==> src/rtl/comma_aligner.sv <==
// Receive word aligner: finds the 8b/10b comma in a bit-slipped 10-bit stream,
// latches its offset and emits aligned symbols; decoder code errors drive loss of sync.
module comma_aligner #(
  parameter int LOCK_COMMAS = 3,
  parameter int ERR_LIMIT   = 4,
  parameter int GOOD_RUN    = 4
) (
  input  logic       clk,
  input  logic       rst,
  input  logic [9:0] rx_data,
  input  logic       rx_valid,
  input  logic       dec_valid,
  input  logic       code_err,
  output logic [9:0] dout,
  output logic       dout_valid,
  output logic       comma,
  output logic       locked,
  output logic [3:0] offset
);

  localparam logic [3:0] LOCK_N = 4'(LOCK_COMMAS);
  localparam logic [3:0] ERR_N  = 4'(ERR_LIMIT);
  localparam logic [7:0] GOOD_N = 8'(GOOD_RUN);

  typedef enum logic [1:0] {
    ST_HUNT   = 2'd0,
    ST_VERIFY = 2'd1,
    ST_LOCKED = 2'd2
  } state_t;

  state_t     state_q, state_d;
  logic [9:0] prev_q, prev_d;
  logic [3:0] offset_q, offset_d;
  logic [3:0] cnt_q, cnt_d;
  logic [3:0] err_q, err_d;
  logic [7:0] good_q, good_d;
  logic [9:0] dout_q, dout_d;
  logic       dout_valid_q, dout_valid_d;
  logic       comma_q, comma_d;

  logic [19:0] win;
  logic [9:0]  cand [10];
  logic [9:0]  cand_comma;
  logic        hit;
  logic [3:0]  hit_off;
  logic [9:0]  sel;
  logic        sel_comma;

  function automatic logic is_comma(input logic [9:0] s);
    return (s[9:3] == 7'b0011111) || (s[9:3] == 7'b1100000);
  endfunction

  assign win = {prev_q, rx_data};

  // Scan from the top down so the lowest offset holding a comma wins.
  always_comb begin
    hit     = 1'b0;
    hit_off = 4'd0;
    for (int o = 9; o >= 0; o--) begin
      cand[o]       = win[19-o -: 10];
      cand_comma[o] = is_comma(cand[o]);
      if (cand_comma[o]) begin
        hit     = 1'b1;
        hit_off = 4'(o);
      end
    end
  end

  always_comb begin
    sel       = '0;
    sel_comma = 1'b0;
    for (int o = 0; o < 10; o++) begin
      if (offset_q == 4'(o)) begin
        sel       = cand[o];
        sel_comma = cand_comma[o];
      end
    end
  end

  always_comb begin
    state_d      = state_q;
    prev_d       = prev_q;
    offset_d     = offset_q;
    cnt_d        = cnt_q;
    err_d        = err_q;
    good_d       = good_q;
    dout_d       = dout_q;
    comma_d      = comma_q;
    dout_valid_d = 1'b0;
    if (rx_valid) begin
      prev_d       = rx_data;
      dout_d       = sel;
      comma_d      = sel_comma;
      dout_valid_d = (state_q != ST_HUNT);
      case (state_q)
        ST_HUNT: begin
          if (hit) begin
            offset_d = hit_off;
            cnt_d    = 4'd1;
            state_d  = (LOCK_N == 4'd1) ? ST_LOCKED : ST_VERIFY;
          end
        end
        ST_VERIFY: begin
          if (dec_valid && code_err) begin
            state_d = ST_HUNT;
            cnt_d   = 4'd0;
            err_d   = 4'd0;
            good_d  = 8'd0;
          end else if (sel_comma) begin
            cnt_d = cnt_q + 4'd1;
            if (cnt_q + 4'd1 == LOCK_N) state_d = ST_LOCKED;
          end else if (hit) begin
            offset_d = hit_off;
            cnt_d    = 4'd1;
          end
        end
        ST_LOCKED: begin
          if (dec_valid) begin
            if (code_err) begin
              good_d = 8'd0;
              if (err_q + 4'd1 == ERR_N) begin
                state_d = ST_HUNT;
                cnt_d   = 4'd0;
                err_d   = 4'd0;
              end else begin
                err_d = err_q + 4'd1;
              end
            end else if (err_q != 4'd0) begin
              if (good_q + 8'd1 == GOOD_N) begin
                err_d  = err_q - 4'd1;
                good_d = 8'd0;
              end else begin
                good_d = good_q + 8'd1;
              end
            end else if (good_q != GOOD_N) begin
              good_d = good_q + 8'd1;
            end
          end
        end
        default: state_d = ST_HUNT;
      endcase
    end
  end

  always_ff @(posedge clk) begin
    if (rst) begin
      state_q      <= ST_HUNT;
      prev_q       <= '0;
      offset_q     <= '0;
      cnt_q        <= '0;
      err_q        <= '0;
      good_q       <= '0;
      dout_q       <= '0;
      dout_valid_q <= 1'b0;
      comma_q      <= 1'b0;
    end else begin
      state_q      <= state_d;
      prev_q       <= prev_d;
      offset_q     <= offset_d;
      cnt_q        <= cnt_d;
      err_q        <= err_d;
      good_q       <= good_d;
      dout_q       <= dout_d;
      dout_valid_q <= dout_valid_d;
      comma_q      <= comma_d;
    end
  end

  assign dout       = dout_q;
  assign dout_valid = dout_valid_q;
  assign comma      = comma_q;
  assign locked     = (state_q == ST_LOCKED);
  assign offset     = offset_q;

endmodule

==> config.mk <==
export PLATFORM = sky130hd
export DESIGN_NAME = comma_aligner
export DESIGN_NICKNAME = d
export VERILOG_FILES = /design/src/rtl/comma_aligner.sv
export SDC_FILE = /design/constraint.sdc
export NUM_CORES = 1
export LEC_CHECK = 0
export CAP_MARGIN = 5
export CORE_MARGIN = 10
export CORE_UTILIZATION = 45
export DETAILED_ROUTE_END_ITERATION = 6
export PLACE_DENSITY = 0.65
export SLEW_MARGIN = 5
export SYNTH_ARGS = -nofsm -noshare
export SYNTH_HDL_FRONTEND = slang
export SYNTH_SLANG_ARGS = --single-unit
export TNS_END_PERCENT = 1
==> constraint.sdc <==
create_clock -name clk -period 4.89 [get_ports clk]
set_clock_uncertainty 0.05 [all_clocks]
set_input_delay 1.467 -clock clk [delete_from_list [all_inputs] [get_ports clk]]
set_output_delay 1.467 -clock clk [all_outputs]
set_load 0.1 [all_outputs]
==> results of run 1 <==
placed cells by master, fill, tap and decap left out, types with 4 or more instances in the layout:
master and count:
clkbuf_8 6, nor2b_1 5, ha_1 10, o21ai_0 20
a21oi_1 21, nor2_1 45, inv_1 11, mux2i_1 17
nand4b_1 5, buf_4 8, a22o_1 4, a21boi_0 9
nand2_1 34, nand2b_1 13, nand3_1 19, a22oi_1 14
a311oi_1 11, and3_1 5, nor3b_1 5, nor4_1 6
dfxtp_1 44, a211oi_1 5, nor3_1 15, a222oi_1 16
clkdlybuf4s50_1 31, a31oi_1 6
layer usage:
metal  vias to the layer above  wire length [µm]  track usage (%)
met5                         -                 0                0
met1                      1678              4475            22.74
li1                       1698                 -                -
met4                         0               180            4.866
met2                       142              4308            25.37
met3                        17               698            3.533
cell families (layout without fill, tap and decap cells):
logic type               Yosys count  after routing  synth area share (%)
AND/OR/NAND/NOR                  186            186                 30.07
AO/OA/AOI/OAI                    128            128                 27.57
buffers and inverters             56             58                 7.000
flip-flops                        44             44                 25.53
multiplexers                      17             17                 4.933
adder cells (fa/ha/maj)           10             10                 3.627
XOR/XNOR                           5              5                 1.270
flip-flops by register name (all words and copies together) (netlist names):
name,cells
prev_q,10
dout,10
good_q,8
state_q,2
err_q,4
comma,1
offset,4
dout_valid,1
cnt_q,4
path summary, 6_finish.rpt:
check / from / endpoint / slack [ns] / cells after the start
worst max register to register: offset[1] / offset[3] / 1.85 / 8
worst min register to register: dout[7] / dout[7] / 0.44 / 2
worst max-delay path: rx_data[8] / offset[0] / 0.83 / 9
worst min-delay path: dout[7] / dout[7] / 0.44 / 2
cell type report:
class                           count  area (µm²)  area share [%]
Multi-Input combinational cell    346        2327           60.21
Sequential cell                    44       880.8           22.79
Timing Repair Buffer               39       370.4           9.582
Tap cell                           99       123.9           3.205
Clock buffer                        6       82.58           2.137
Inverter                           11       41.29           1.068
Clock inverter                      2       38.79           1.004
stage by stage:
stage | total power [mW] | area [µm²] | setup slack (ns) | cells | utilization [%]
6_report | 0.8845 | 3865 | 0.8346 | 547 | 52.44
3_5_place_dp | 0.5822 | 3744 | 0.5553 | 539 | 50.80
3_3_place_gp | 0.5808 | 3744 | 0.6729 | 539 | 50.80
2_1_floorplan | 0.5343 | 3450 | 1.377 | 446 | -
5_1_grt | 0.9250 | 3865 | 0.6080 | 547 | 52.44
4_1_cts | 0.8910 | 3865 | 0.8769 | 547 | 52.44
power groups by stage:
stage / Combinational (mW) / Sequential (mW) / Clock (mW)
floorplan: 0.105 / 0.430 / 0
global placement: 0.179 / 0.401 / 0
detailed placement: 0.181 / 0.402 / 0
CTS: 0.182 / 0.393 / 0.316
global route: 0.197 / 0.396 / 0.331
finish: 0.182 / 0.394 / 0.308
critical path, cell delays in order:
cell	delay [ns]
clkdlybuf4s50_1	0.84
and3_1	0.28
nor4b_2	0.35
nor3_1	0.12
o211a_1	0.16
nor3b_1	0.15
buf_4	0.17
or4_1	0.53
a21oi_1	0.17
==> metrics.cfg, run 1 <==
[synth]
netlist.area_leader.share_pct = 25.54
syn_avg_cell_area_um2 = 7.734
yosysUniqueCellTypes = 67
synth-edff-count = 0
ys_async_sr_fraction_pct = 0
syn_nets = 471
synth_top_area_cell = dfxtp_1
syn_inst = 446
ys_seq_elements = 44
synth_area_um2 = 3450
synth_most_common_cell = nor2_1
netlist_top_cells_area = dfxtp_1, mux2i_1, nor2_1, a222oi_1, nand2_1
synth_commonest_cells = nor2_1, dfxtp_1, nand2_1, clkbuf_1, a21oi_1
synth-seq-area-share_pct = 25.54
yosys_most_used_dff = dfxtp_1
yosys_warnings = 0

[setup_path]
startpoint_type = input port
worst_ep_required_time_ns = 5.08
cp_max_fo = 17
worstSetupEndpointType = flop
worst-setup-path-type = input port to flop
arrival_ns = 4.24

[die]
boundaryPins = 32
die_w_um = 107.6
rows = 31
die-area_um2 = 11570
initial_core_util_pct = 46.81
die_h_um = 107.6
core_area_um2 = 7370

[layout]
nFillCells = 707
syn2layout_area_growth_pct = 12.04
insertedDiodeCount = 0
layout.nets = 472
drive_gt1_share_pct = 5.804

[routing]
drt.antenna.violating_nets = 0
wl_per_cell_um = 17.66
wl_um = 9662
dr.pass1.iters = 5
drtIter0Drc = 407
vias_per_cell = 6.463
num_vias = 3535
drc_errors = 0

[sta]
finalHoldViolCount = 0
holdWs_ns = 0.4447
report.final.slew_viol_count = 0
fmax_mhz = 246.6
min_period_over_period_pct = 82.93
setup_violations = 0
tightestPinTransition_ns = 1.248
timing.slew.headroom_pct = 16.14
min_period_ns = 4.055
rsz0062_at_grt = false
setup_tns_ns = 0

[pwr]
ir_drop_v = 0.0001389
swShare_pct = 32.01
p_leak_nw = 1.336
pwr-share-clk_pct = 34.9
cellPowerDensity_nw_per_um2 = 228.9
power_switching_uw = 283.1
p_int_uw = 601.4
p_comb_share_pct = 20.6
p_seq_share_pct = 44.6

[outcome]
status = finished clean

[global_routing]
antenna_found_initial = 0
grt_usage_pct = 16.59
grt_max_degree = 34
grt_pass1_vias = 3272
grt_pass1_wl_um = 16130
grt.overflow.total = 0

[cts]
cts_sinks = 44
numCtsBuffers = 5
insertion_delay_ns = 0.31
ctsResizeCount = 0
hold_buffers = 0
cts_root_buffer = clkbuf_8
path_clk_slew_ns = 0.10
cts_tree = built
clockBufferDepth = 2
post_cts_buffers = 0
h-tree-depth = 2

[placement]
port_buffers = 31
hpwlAfterDp_um = 6807
routabilityCongestion = 0.8748

[worst_hold_path]
min-delay-path-class = flop to flop

[run]
drv_cap = 0

Power figures use the tool's default switching activity.
==> run 2, diff against run 1 <==
--- a/config.mk
+++ b/config.mk
@@ -9,7 +9,7 @@
 export CORE_MARGIN = 10
 export CORE_UTILIZATION = 45
 export DETAILED_ROUTE_END_ITERATION = 6
-export PLACE_DENSITY = 0.65
+export PLACE_DENSITY = 0.68
 export SLEW_MARGIN = 5
 export SYNTH_ARGS = -nofsm -noshare
 export SYNTH_HDL_FRONTEND = slang
==> constraint.sdc (replaced) <==
create_clock -name clk -period 3.4 [get_ports clk]
set_clock_uncertainty 0.05 [all_clocks]
set_input_delay 1.02 -clock clk [delete_from_list [all_inputs] [get_ports clk]]
set_output_delay 1.02 -clock clk [all_outputs]
set_load 0.1 [all_outputs]
==> metrics.cfg, run 2 (same netlist as run 1, synthesis figures left out) <==
[cts]
cts_root_buffer = clkbuf_8
cts_sinks = 44  ; unchanged
numCtsBuffers = 5  ; unchanged
path_clk_slew_ns = 0.09  ; about the same
cts_tree = built
hold_buffers = 0  ; unchanged
clockBufferDepth = 2  ; unchanged
insertion_delay_ns = 0.30  ; about the same
h-tree-depth = 2  ; unchanged

[global_routing]
grt_pass1_vias = 3471  ; +6.1%
grt_usage_pct = 17.61  ; +1.0 points
antenna_found_initial = 0  ; unchanged
grt.overflow.total = 0  ; unchanged
grt_pass1_wl_um = 17110  ; +6.0%
grt_max_degree = 30  ; -12%

[sta]
rsz0062_at_grt = false
setup_tns_ns = 0  ; unchanged
min_period_over_period_pct = 96.99
finalHoldViolCount = 0  ; unchanged
timing.slew.headroom_pct = 46.58  ; +30 points
report.final.slew_viol_count = 0  ; unchanged
tightestPinTransition_ns = 0.8002  ; -0.4480 ns
fmax_mhz = 303.2
min_period_ns = 3.298
fin_ws_ns = 0.1023  ; -0.7322 ns
setup_violations = 0  ; unchanged

[setup_path]
cp-startpoint = rx_data[8]
timing.rr.end = offset[3]
r2r-start = prev_q[1]
regToRegSetupSlack_ns = 0.47  ; -1.38 ns
worstSetupEndpointType = flop
arrival_ns = 3.47  ; -0.77 ns
startpoint_type = input port
cp_max_fo = 13  ; -4
worst_ep_required_time_ns = 3.57  ; -1.51 ns
ff2ff_path_depth = 8  ; unchanged
worst-setup-path-type = input port to flop

[layout]
final_common_cell = buf_4
drive_gt1_share_pct = 16.91  ; +11 points
layout.cells.non_filler = 578  ; +5.7%
insertedDiodeCount = 0  ; unchanged
layout_common_cells = buf_4, nor2_1, dfxtp_1
layout.nets = 503  ; +6.6%
finish.utilization_pct = 55.89  ; +3.4 points
multiInputGateArea_um2 = 2381  ; +2.3%
syn2layout_area_growth_pct = 19.41
seqCellArea_um2 = 880.8  ; unchanged
nFillCells = 704  ; -0.42%

[die]
boundaryPins = 32  ; unchanged
die-area_um2 = 11570  ; unchanged
initial_core_util_pct = 46.81  ; unchanged
rows = 31  ; unchanged
die_h_um = 107.6  ; unchanged
die_w_um = 107.6  ; unchanged
core_area_um2 = 7370  ; unchanged

[worst_hold_path]
hp-start = dout[7]
min-delay-path-class = flop to flop
hold_depth = 2  ; unchanged
hold_path_end = dout[7]

[routing]
num_vias = 3637  ; +2.9%
drc_errors = 0  ; unchanged
drt.antenna.violating_nets = 0  ; unchanged
wl_um = 10280  ; +6.4%
wl_per_cell_um = 17.79  ; +0.72%
vias_per_cell = 6.292  ; -2.6%
dr.pass1.iters = 7  ; +2
drtIter0Drc = 471  ; +16%

[placement]
port_buffers = 31  ; unchanged
dp_cells = 569  ; +5.6%
pre_cts_slack_ns = -0.3022  ; -0.8576 ns
hpwlAfterDp_um = 7321  ; +7.6%
routabilityCongestion = 0.9623  ; +10%

[pwr]
p_leak_nw = 1.546  ; +16%
cellPowerDensity_nw_per_um2 = 312.1  ; +36%
ir_drop_v = 0.0001862  ; +34%
p_total_mw = 1.285  ; +45%

[outcome]
status = finished clean

[run]
drv_cap = 0  ; unchanged

## run 2: worst max-delay path by stage
stage | depth (start not counted) | slack [ns] | to
after floorplan | 9 | 0.33 | offset[3]
after global placement | 10 | -0.30 | offset[3]
after detailed placement | 10 | -0.30 | state_q[1]
after CTS | 10 | 0.02 | offset[3]
after global routing | 9 | 0.02 | offset[3]
final | 9 | 0.10 | offset[3]
## run 2: cell type report
type	instances	share of cell area, %
inverters	11	1.002
flip-flops and latches	44	21.39
clock inverters	2	0.9417
well taps	99	3.007
repair buffers	70	13.85
clock buffers	6	2.005
multi-input cells	346	57.81
## run 2: power by group
part	leakage, nW	internal [mW]	total (mW)	switching, mW
clock	0.0614	0.240	0.431	0.191
sequential	0.359	0.533	0.564	0.0312
combinational	1.13	0.108	0.290	0.182
## run 2: stage by stage
stage	hold slack, ns	area, µm²
6_report	0.4404	4119
5_1_grt	0.4793	4119
4_1_cts	0.4494	4048
3_5_place_dp	0.4339	3926
3_3_place_gp	0.4297	3926
2_1_floorplan	0.4196	3450
## run 2: per-layer routing
layer | vias up | part of all wire [%] | GRT usage (%)
li1 | 1753 | - | -
met1 | 1709 | 45 | 23.65
met2 | 159 | 45 | 27.10
met3 | 16 | 8.1 | 4.132
met4 | 0 | 1.4 | 5.439
met5 | - | 0 | 0
## run 2: critical path, stage by stage
cell and delay, ns:
clkdlybuf4s50_1 0.51, buf_6 0.21, or4_1 0.53, o31ai_2 0.10, a211oi_1 0.12, a221o_2 0.42, a31oi_4 0.27, a31oi_1 0.08
a211oi_2 0.21
## run 2: repair_timing
action / in CTS / in global routing
resized for setup: 0 / 13
buffers inserted: 0 / 1
endpoints found under the setup margin: 0 / 9
==> run 3, diff against run 2 <==
--- a/config.mk
+++ b/config.mk
@@ -10,7 +10,7 @@
 export CORE_UTILIZATION = 45
 export DETAILED_ROUTE_END_ITERATION = 6
 export PLACE_DENSITY = 0.68
-export SLEW_MARGIN = 5
+export SLEW_MARGIN = 40
 export SYNTH_ARGS = -nofsm -noshare
 export SYNTH_HDL_FRONTEND = slang
 export SYNTH_SLANG_ARGS = --single-unit
==> results of run 3 <==
The final DEF is identical to that of run 2; final timing and power are the same.
